===== src/rtl/priority_encoder_rr.sv =====
// priority_encoder_rr
// -------------------
// Registered priority encoder with a valid/ready output handshake.
// MODE=0 picks the highest set request bit. MODE=1 runs a round-robin search
// that starts at an internal pointer and wraps from N-1 back to 0. After each
// capture the pointer moves to one past the winner.
//
// Parameters:
//   N     number of request inputs (N >= 2)
//   W     width of the encoded index, defaults to $clog2(N)
//   MODE  0 = fixed priority, 1 = round-robin
//
// Ports:
//   clk    rising-edge clock
//   rst    synchronous active-high reset (clears out, valid, ptr, err)
//   i      request vector, bit k requests index k
//   en     capture enable
//   ready  downstream accepts the current out/valid pair
//   out    registered winning index
//   valid  out holds an unconsumed result
//   err    (only with ENC_MULTIHOT_ERR_EN) captured request had more than one bit set
//
// Optional feature macro: ENC_MULTIHOT_ERR_EN adds the err port and its detection logic.

module priority_encoder_rr #(
    parameter int N    = 16,
    parameter int W    = $clog2(N),
    parameter int MODE = 0
) (
    input  logic         clk,
    input  logic         rst,
    input  logic [N-1:0] i,
    input  logic         en,
    input  logic         ready,
    output logic [W-1:0] out,
    output logic         valid
`ifdef ENC_MULTIHOT_ERR_EN
    ,
    output logic         err
`endif
);

    logic         free;
    logic         capture;
    logic [W-1:0] ptr;
    logic [W-1:0] ptr_next;
    logic [W-1:0] fixed_winner;
    logic [W-1:0] rr_winner;
    logic [W-1:0] winner;
    logic [N-1:0] rot;
    logic [W-1:0] rr_offset;
    logic [W:0]   rr_sum;

    // A result can be replaced when nothing is pending or it is being consumed this cycle.
    assign free    = !valid || ready;
    assign capture = free && en && (i != '0);

    // Fixed priority: scanning upwards lets the highest set bit be the last one written.
    always_comb begin
        fixed_winner = '0;
        for (int k = 0; k < N; k++) begin
            if (i[k]) begin
                fixed_winner = W'(k);
            end
        end
    end

    // Round-robin: rotate the requests so that ptr lands on bit 0.
    // Then find the lowest set bit and add ptr back, modulo N.
    // The sum gets one extra bit so it cannot overflow before the wrap.
    // This keeps the wrap correct when N is not a power of two.
    always_comb begin
        rot       = N'({i, i} >> ptr);
        rr_offset = '0;
        for (int k = N - 1; k >= 0; k--) begin
            if (rot[k]) begin
                rr_offset = W'(k);
            end
        end
        rr_sum = {1'b0, ptr} + {1'b0, rr_offset};
        if (rr_sum >= (W+1)'(N)) begin
            rr_sum = rr_sum - (W+1)'(N);
        end
        rr_winner = rr_sum[W-1:0];
    end

    assign winner   = (MODE == 1) ? rr_winner : fixed_winner;
    assign ptr_next = (winner == W'(N - 1)) ? '0 : winner + W'(1);

    // Output register and handshake.
    // While a result waits on backpressure, new requests are ignored, not queued.
    always_ff @(posedge clk) begin
        if (rst) begin
            out   <= '0;
            valid <= 1'b0;
        end else if (free) begin
            if (capture) begin
                out   <= winner;
                valid <= 1'b1;
            end else begin
                valid <= 1'b0;
            end
        end
    end

    // Round-robin pointer. In fixed-priority mode it stays at zero and is never consulted.
    always_ff @(posedge clk) begin
        if (rst) begin
            ptr <= '0;
        end else if (capture && (MODE == 1)) begin
            ptr <= ptr_next;
        end
    end

`ifdef ENC_MULTIHOT_ERR_EN
    logic multi_hot;

    // Clearing the lowest set bit leaves something only when two or more bits were set.
    assign multi_hot = (i & (i - N'(1))) != '0;

    // err follows the same hold/clear rules as valid.
    always_ff @(posedge clk) begin
        if (rst) begin
            err <= 1'b0;
        end else if (free) begin
            if (capture) begin
                err <= multi_hot;
            end else begin
                err <= 1'b0;
            end
        end
    end
`endif

endmodule


===== config.mk =====
export PLATFORM = sky130hd
export DESIGN_NAME = priority_encoder_rr
export DESIGN_NICKNAME = d
export VERILOG_FILES = /design/src/rtl/priority_encoder_rr.sv
export SDC_FILE = /design/constraint.sdc
export NUM_CORES = 1
export LEC_CHECK = 0
export ABC_AREA = 1
export CORE_AREA = 2 2 39 41
export CTS_BUF_LIST = sky130_fd_sc_hd__clkbuf_4
export DETAILED_ROUTE_END_ITERATION = 16
export DIE_AREA = 0 0 41 43
export PLACE_DENSITY = 0.63
export SYNTH_ARGS = -nofsm -noshare
export SYNTH_HDL_FRONTEND = slang
export SYNTH_SLANG_ARGS = --single-unit

===== constraint.sdc =====
create_clock -name clk -period 1.4 [get_ports clk]
set_clock_uncertainty 0.2 [all_clocks]
set_input_delay 0.28 -clock clk [delete_from_list [all_inputs] [get_ports clk]]
set_output_delay 0.28 -clock clk [all_outputs]
set_load 0.02 [all_outputs]

==> impl_metrics.env, run 1 <==
export IMPL_track_usage_pct=13.5
export IMPL_max_freq_ghz=0.728
export IMPL_power_w=0.000525
export IMPL_crit_path_end_kind="output port"
export IMPL_synthMuxAreaShare_pct=0
export IMPL_layout_drive_gt1_share_pct=33.3
export IMPL_syn_nets=85
export IMPL_cts_tree="built"
export IMPL_hold_viol=0
export IMPL_worst_slew_pin_slew_ps=248
export IMPL_maxSlewViolCount=0
export IMPL_yosysSeqAreaShare_pct=27.5
export IMPL_min_period_ps=1370
export IMPL_num_antenna_cells=0
export IMPL_synth_top_family_by_area="simple AND/OR/NAND/NOR gates"
export IMPL_period_share_pct=98.1
export IMPL_finalWirelength_um=1100
export IMPL_synthCells=65
export IMPL_io_buffers=24
export IMPL_place_congestion=0.765
export IMPL_num_fill_cells=146
export IMPL_grt_max_degree=7
export IMPL_syn_avg_cell_area_um2=5.60
export IMPL_power_density_nw_per_um2=722
export IMPL_num_rows=14
export IMPL_cap_violations=0
export IMPL_synth_compound_area_share_pct=20.3
export IMPL_rsz0062_at_grt="true"
export IMPL_die_h_um=43
export IMPL_overflow=0
export IMPL_clkTransAtPathRegs_ps=40
export IMPL_setup_viol_count_final=0
export IMPL_areaGrowthSynthToFinish_pct=99.7
export IMPL_via_per_inst=4.28
export IMPL_grt_pass1_vias=463
export IMPL_critPathBufInv=1
export IMPL_area_sequential_um2=101
export IMPL_clock_path_buffers=2
export IMPL_dp_hpwl_um=822
export IMPL_cts_sinks=5
export IMPL_start_kind="flip-flop"
export IMPL_crit_family="flip-flops"
export IMPL_htree_levels=1
export IMPL_drc=0
export IMPL_initial_core_util_pct=26.3
export IMPL_vdd_drop_max_v=0.000718
export IMPL_drtPass1Iterations=3
export IMPL_finalNonFillerCells=118
export IMPL_cts_root_buf="clkbuf_4"
export IMPL_synthAdderAreaFrac_pct=0
export IMPL_criticalPathCategory="flip-flop to output port"
export IMPL_vias=505
export IMPL_cp_cell_sequence="clkdlybuf4s15_1"
export IMPL_yosys_cell_types_count=15
export IMPL_synth_warnings=0
export IMPL_numCtsBuffers=3
export IMPL_synthXorXnorAreaFrac_pct=0
export IMPL_fp_dieW_um=41
export IMPL_relSlewSlack_pct=83.3
export IMPL_die_area_um2=1760
export IMPL_hold_buffers=0
export IMPL_min_path_type="flip-flop to flip-flop"
export IMPL_p_leak_nw=0.415
export IMPL_initialDrtViolationCount=5
export IMPL_synth_area_um2=364
export IMPL_crit_required_ps=920
export IMPL_critPathArrivalTime_ps=890
export IMPL_yosys_area_share_simple_pct=33.7
export IMPL_synth_seq_cells=5
export IMPL_antenna_found_initial=0
export IMPL_io_pins=25
export IMPL_core_um2=1380
export IMPL_max_stage_delay_ps=330
export IMPL_status="completed"
export IMPL_dpl_cell_count=110
export IMPL_nets=123
export IMPL_crit_path_max_fanout=2
export IMPL_cpMaxStageDelayCell="dfxtp_1"
export IMPL_clock_latency_ps=240
export IMPL_post_drt_wl_per_cell_um=9.28
export IMPL_postRouteAntennaNets=0
export IMPL_multi_input_area_um2=231
export IMPL_grt_pass1_wl_um=1680
==> repair_timing <==
item                       in CTS  in global routing
setup buffers                   3                  1
setup endpoints to repair       9                  9
gates resized for setup        27                 25
pin swaps                       8                 14
==> where the power goes <==
group	total, W	switching (W)	internal [W]	leakage [nW]
registers	0.000165	0.00000885	0.000157	0.0421
clock network	0.000186	0.0000589	0.000127	0.0184
logic	0.000173	0.0000859	0.0000874	0.354
total	0.000525	0.000154	0.000371	0.415
==> final timing paths <==
path                            startpoint  slack (ps)  cells past startpoint  endpoint
worst max register to register       valid         110                      7    out[0]
worst max-delay path                out[3]          30                      1    out[3]
worst min-delay path                out[3]         290                      2    out[3]
worst min register to register      out[3]         290                      2    out[3]
==> metrics by stage <==
stage	util [%]	setup slack (ps)	instance area (µm²)	setup TNS, ps	hold WS (ps)
finish	52.5	26.9	727	0	286
global route	52.5	-19.9	727	-48.2	306
CTS	50.5	1.70	698	0	257
detailed placement	47.8	-437	662	-1710	255
global placement	47.8	-406	662	-1600	247
floorplan	-	59.1	364	0	149
==> kinds of logic after synthesis <==
logic type | Yosys count
buffers and inverters | 18
AO/OA/AOI/OAI | 11
AND/OR/NAND/NOR | 31
flip-flops | 5
==> cells in the final DEF, fill, tap and decap left out, drive strengths merged <==
cell,instances
a41oi,1
o31ai,1
nor3,1
buf,9
dlygate4sd2,11
a21oi,3
inv,18
o21bai,1
dlymetal6s2s,1
clkdlybuf4s15,7
clkbuf,8
o21ai,3
nand2,22
a31oi,2
nor2,7
clkdlybuf4s50,1
nand4,1
dfxtp,5
==> area by class of cell <==
type	count	share of cell area [%]
multi-input cells	42	31.8
inverters	18	9.29
flip-flops and latches	5	13.9
repair buffers	33	38.0
clock buffers	4	4.13
well taps	16	2.75
==> layer usage <==
layer	GRT usage (%)	up-vias	share of wire, %
li1	-	274	-
met1	17.1	216	41
met2	21.6	15	53
met3	4.71	0	5.9
met4	2.00	0	0
met5	0	-	0
==> Yosys cell counts, drive strengths merged <==
| cell | count | area share, % |
|---|---|---|
| dfxtp | 5 | 27 |
| inv | 18 | 19 |
| a41oi | 1 | 2.4 |
| o31ai | 1 | 2.1 |
| o21bai | 1 | 3.1 |
| o21ai | 3 | 4.1 |
| a31oi | 2 | 3.4 |
| nor2 | 7 | 7.2 |
| nand2 | 22 | 23 |
| nand4 | 1 | 1.7 |
| nor3 | 1 | 1.4 |
| a21oi | 3 | 5.2 |
==> registers in the layout, indices dropped and copies added (netlist names) <==
register,flops
out,4
valid,1
No activity file was read; power rests on OpenSTA's default activity.
==> inputs of run 2 (changes only) <==
==> constraint.sdc (replaced) <==
create_clock -name clk -period 1.6 [get_ports clk]
set_clock_uncertainty 0.2 [all_clocks]
set_input_delay 0.32 -clock clk [delete_from_list [all_inputs] [get_ports clk]]
set_output_delay 0.32 -clock clk [all_outputs]
set_load 0.02 [all_outputs]
==> impl_metrics.env, run 2 (same netlist as run 1, synthesis figures left out) <==
export IMPL_initialDrtViolationCount=2
export IMPL_setup_viol_count_final=0
export IMPL_grt_pass1_vias=400
export IMPL_final_area_um2=772
export IMPL_cts_root_buf="clkbuf_4"
export IMPL_grt_max_degree=7
export IMPL_areaGrowthSynthToFinish_pct=112
export IMPL_min_period_ps=1560
export IMPL_via_per_inst=4.21
export IMPL_overflow=0
export IMPL_track_usage_pct=12.1
export IMPL_grt_pass1_wl_um=1480
export IMPL_crit_required_ps=1540
export IMPL_antenna_found_initial=0
export IMPL_vias=480
export IMPL_num_rows=14
export IMPL_io_pins=25
export IMPL_worst_slew_pin_slew_ps=223
export IMPL_num_antenna_cells=0
export IMPL_start_kind="primary input"
export IMPL_p_leak_nw=0.481
export IMPL_crit_path_max_fanout=6
export IMPL_min_path_type="flip-flop to flip-flop"
export IMPL_largestRegisters="out x4, valid x1"
export IMPL_core_um2=1380
export IMPL_reg2reg_slack_ps=300
export IMPL_critPathArrivalTime_ps=1500
export IMPL_period_share_pct=97.7
export IMPL_clock_latency_ps=240
export IMPL_placed_cell_area_um2=654
export IMPL_clock_path_buffers=2
export IMPL_cap_violations=0
export IMPL_final_cell_mix="nand2_1 (19), inv_1 (14), dlymetal6s2s_1 (11), clkdlybuf4s50_1 (8)"
export IMPL_cts_sinks=5
export IMPL_fp_dieW_um=41
export IMPL_layout_drive_gt1_share_pct=26.5
export IMPL_hold_viol=0
export IMPL_relSlewSlack_pct=85.0
export IMPL_final_common_cell="nand2_1"
export IMPL_post_drt_wl_per_cell_um=8.72
export IMPL_place_congestion=0.736
export IMPL_power_density_nw_per_um2=612
export IMPL_hold_depth=2
export IMPL_cts_tree="built"
export IMPL_cpMaxStageDelayCell="clkdlybuf4s50_1"
export IMPL_die_h_um=43
export IMPL_htree_levels=1
export IMPL_drtPass1Iterations=2
export IMPL_num_fill_cells=138
export IMPL_largest_register="out"
export IMPL_numCtsBuffers=3
export IMPL_crit_path_end_kind="flip-flop"
export IMPL_maxSlewViolCount=0
export IMPL_finalWirelength_um=994
export IMPL_rr_worst_depth=8
export IMPL_die_area_um2=1760
export IMPL_cp_cell_sequence="clkdlybuf4s50_1 -> nor2_4 -> a31oi_4 -> inv_2 -> nand2_4 -> inv_2 -> nor2_2 -> a21oi_2"
export IMPL_finalNonFillerCells=114
export IMPL_dpl_cell_count=109
export IMPL_path_common_cell="inv_2"
export IMPL_nets=119
export IMPL_hold_buffers=0
export IMPL_vdd_drop_max_v=0.000337
export IMPL_drc=0
export IMPL_initial_core_util_pct=26.3
export IMPL_dp_hpwl_um=750
export IMPL_status="completed"
export IMPL_postRouteAntennaNets=0
export IMPL_max_stage_delay_ps=540
export IMPL_largest_reg_flops=4
export IMPL_clkTransAtPathRegs_ps=50
export IMPL_max_freq_ghz=0.640
export IMPL_criticalPathCategory="primary input to flip-flop"
export IMPL_io_buffers=24
==> run 2: timing repair <==
action                     4_1_cts  5_1_grt
setup buffers                    0        1
gates cloned                     0        0
gates resized for setup          5       28
pin swaps                        0        8
setup endpoints to repair        5        4
==> run 2: worst paths after layout <==
check,end,startpoint
max,out[0],i[15]
min reg2reg,out[3],out[3]
max reg2reg,out[0],valid
min,out[3],out[3]
==> run 2: layout make-up <==
cell class | count | area, µm² | share of cell area (%)
clock buffers | 4 | 30.0 | 3.89
inverters | 18 | 67.6 | 8.75
multi-input cells | 42 | 255 | 33.1
flip-flops and latches | 5 | 100 | 13.0
well taps | 16 | 20.0 | 2.59
repair buffers | 29 | 299 | 38.7
==> run 2: metal layers <==
layer	GRT usage [%]	wire (µm)
met1	14.6	401
met2	18.8	534
met3	3.14	58
met4	6.00	0
met5	0	0
==> run 2: metrics by stage <==
step | TNS, ps | util, % | hold slack, ps | power, W | setup slack (ps)
3_5_place_dp | -835 | 47.3 | 263 | 0.000295 | -247
4_1_cts | 0 | 49.0 | 269 | 0.000460 | 12.1
2_1_floorplan | 0 | - | 189 | 0.000206 | 259
3_3_place_gp | -802 | 47.3 | 254 | 0.000294 | -250
5_1_grt | -46.7 | 55.8 | 293 | 0.000503 | -26.4
6_report | 0 | 55.8 | 265 | 0.000472 | 37.5
==> run 2: where the power goes <==
group          leakage (nW)  total (W)  internal [W]  switching (W)
logic                 0.420   0.000158     0.0000834      0.0000751
clock network        0.0184   0.000170      0.000112      0.0000587
registers            0.0419   0.000143      0.000136     0.00000701
==> run 2: worst max-delay path: cells and delay by family <==
family	cells	cell delay [ps]
buffers and inverters	3	660
and+or+nand+nor	3	280
AOI/OAI and AO/OA	2	230
==> inputs of run 3 (changes only) <==
--- a/config.mk
+++ b/config.mk
@@ -11,6 +11,7 @@
 export DETAILED_ROUTE_END_ITERATION = 16
 export DIE_AREA = 0 0 41 43
 export PLACE_DENSITY = 0.63
+export SKIP_LAST_GASP = 1
 export SYNTH_ARGS = -nofsm -noshare
 export SYNTH_HDL_FRONTEND = slang
 export SYNTH_SLANG_ARGS = --single-unit
==> results of run 3 <==
No change in the layout: final DEF, timing and power equal those of run 2.
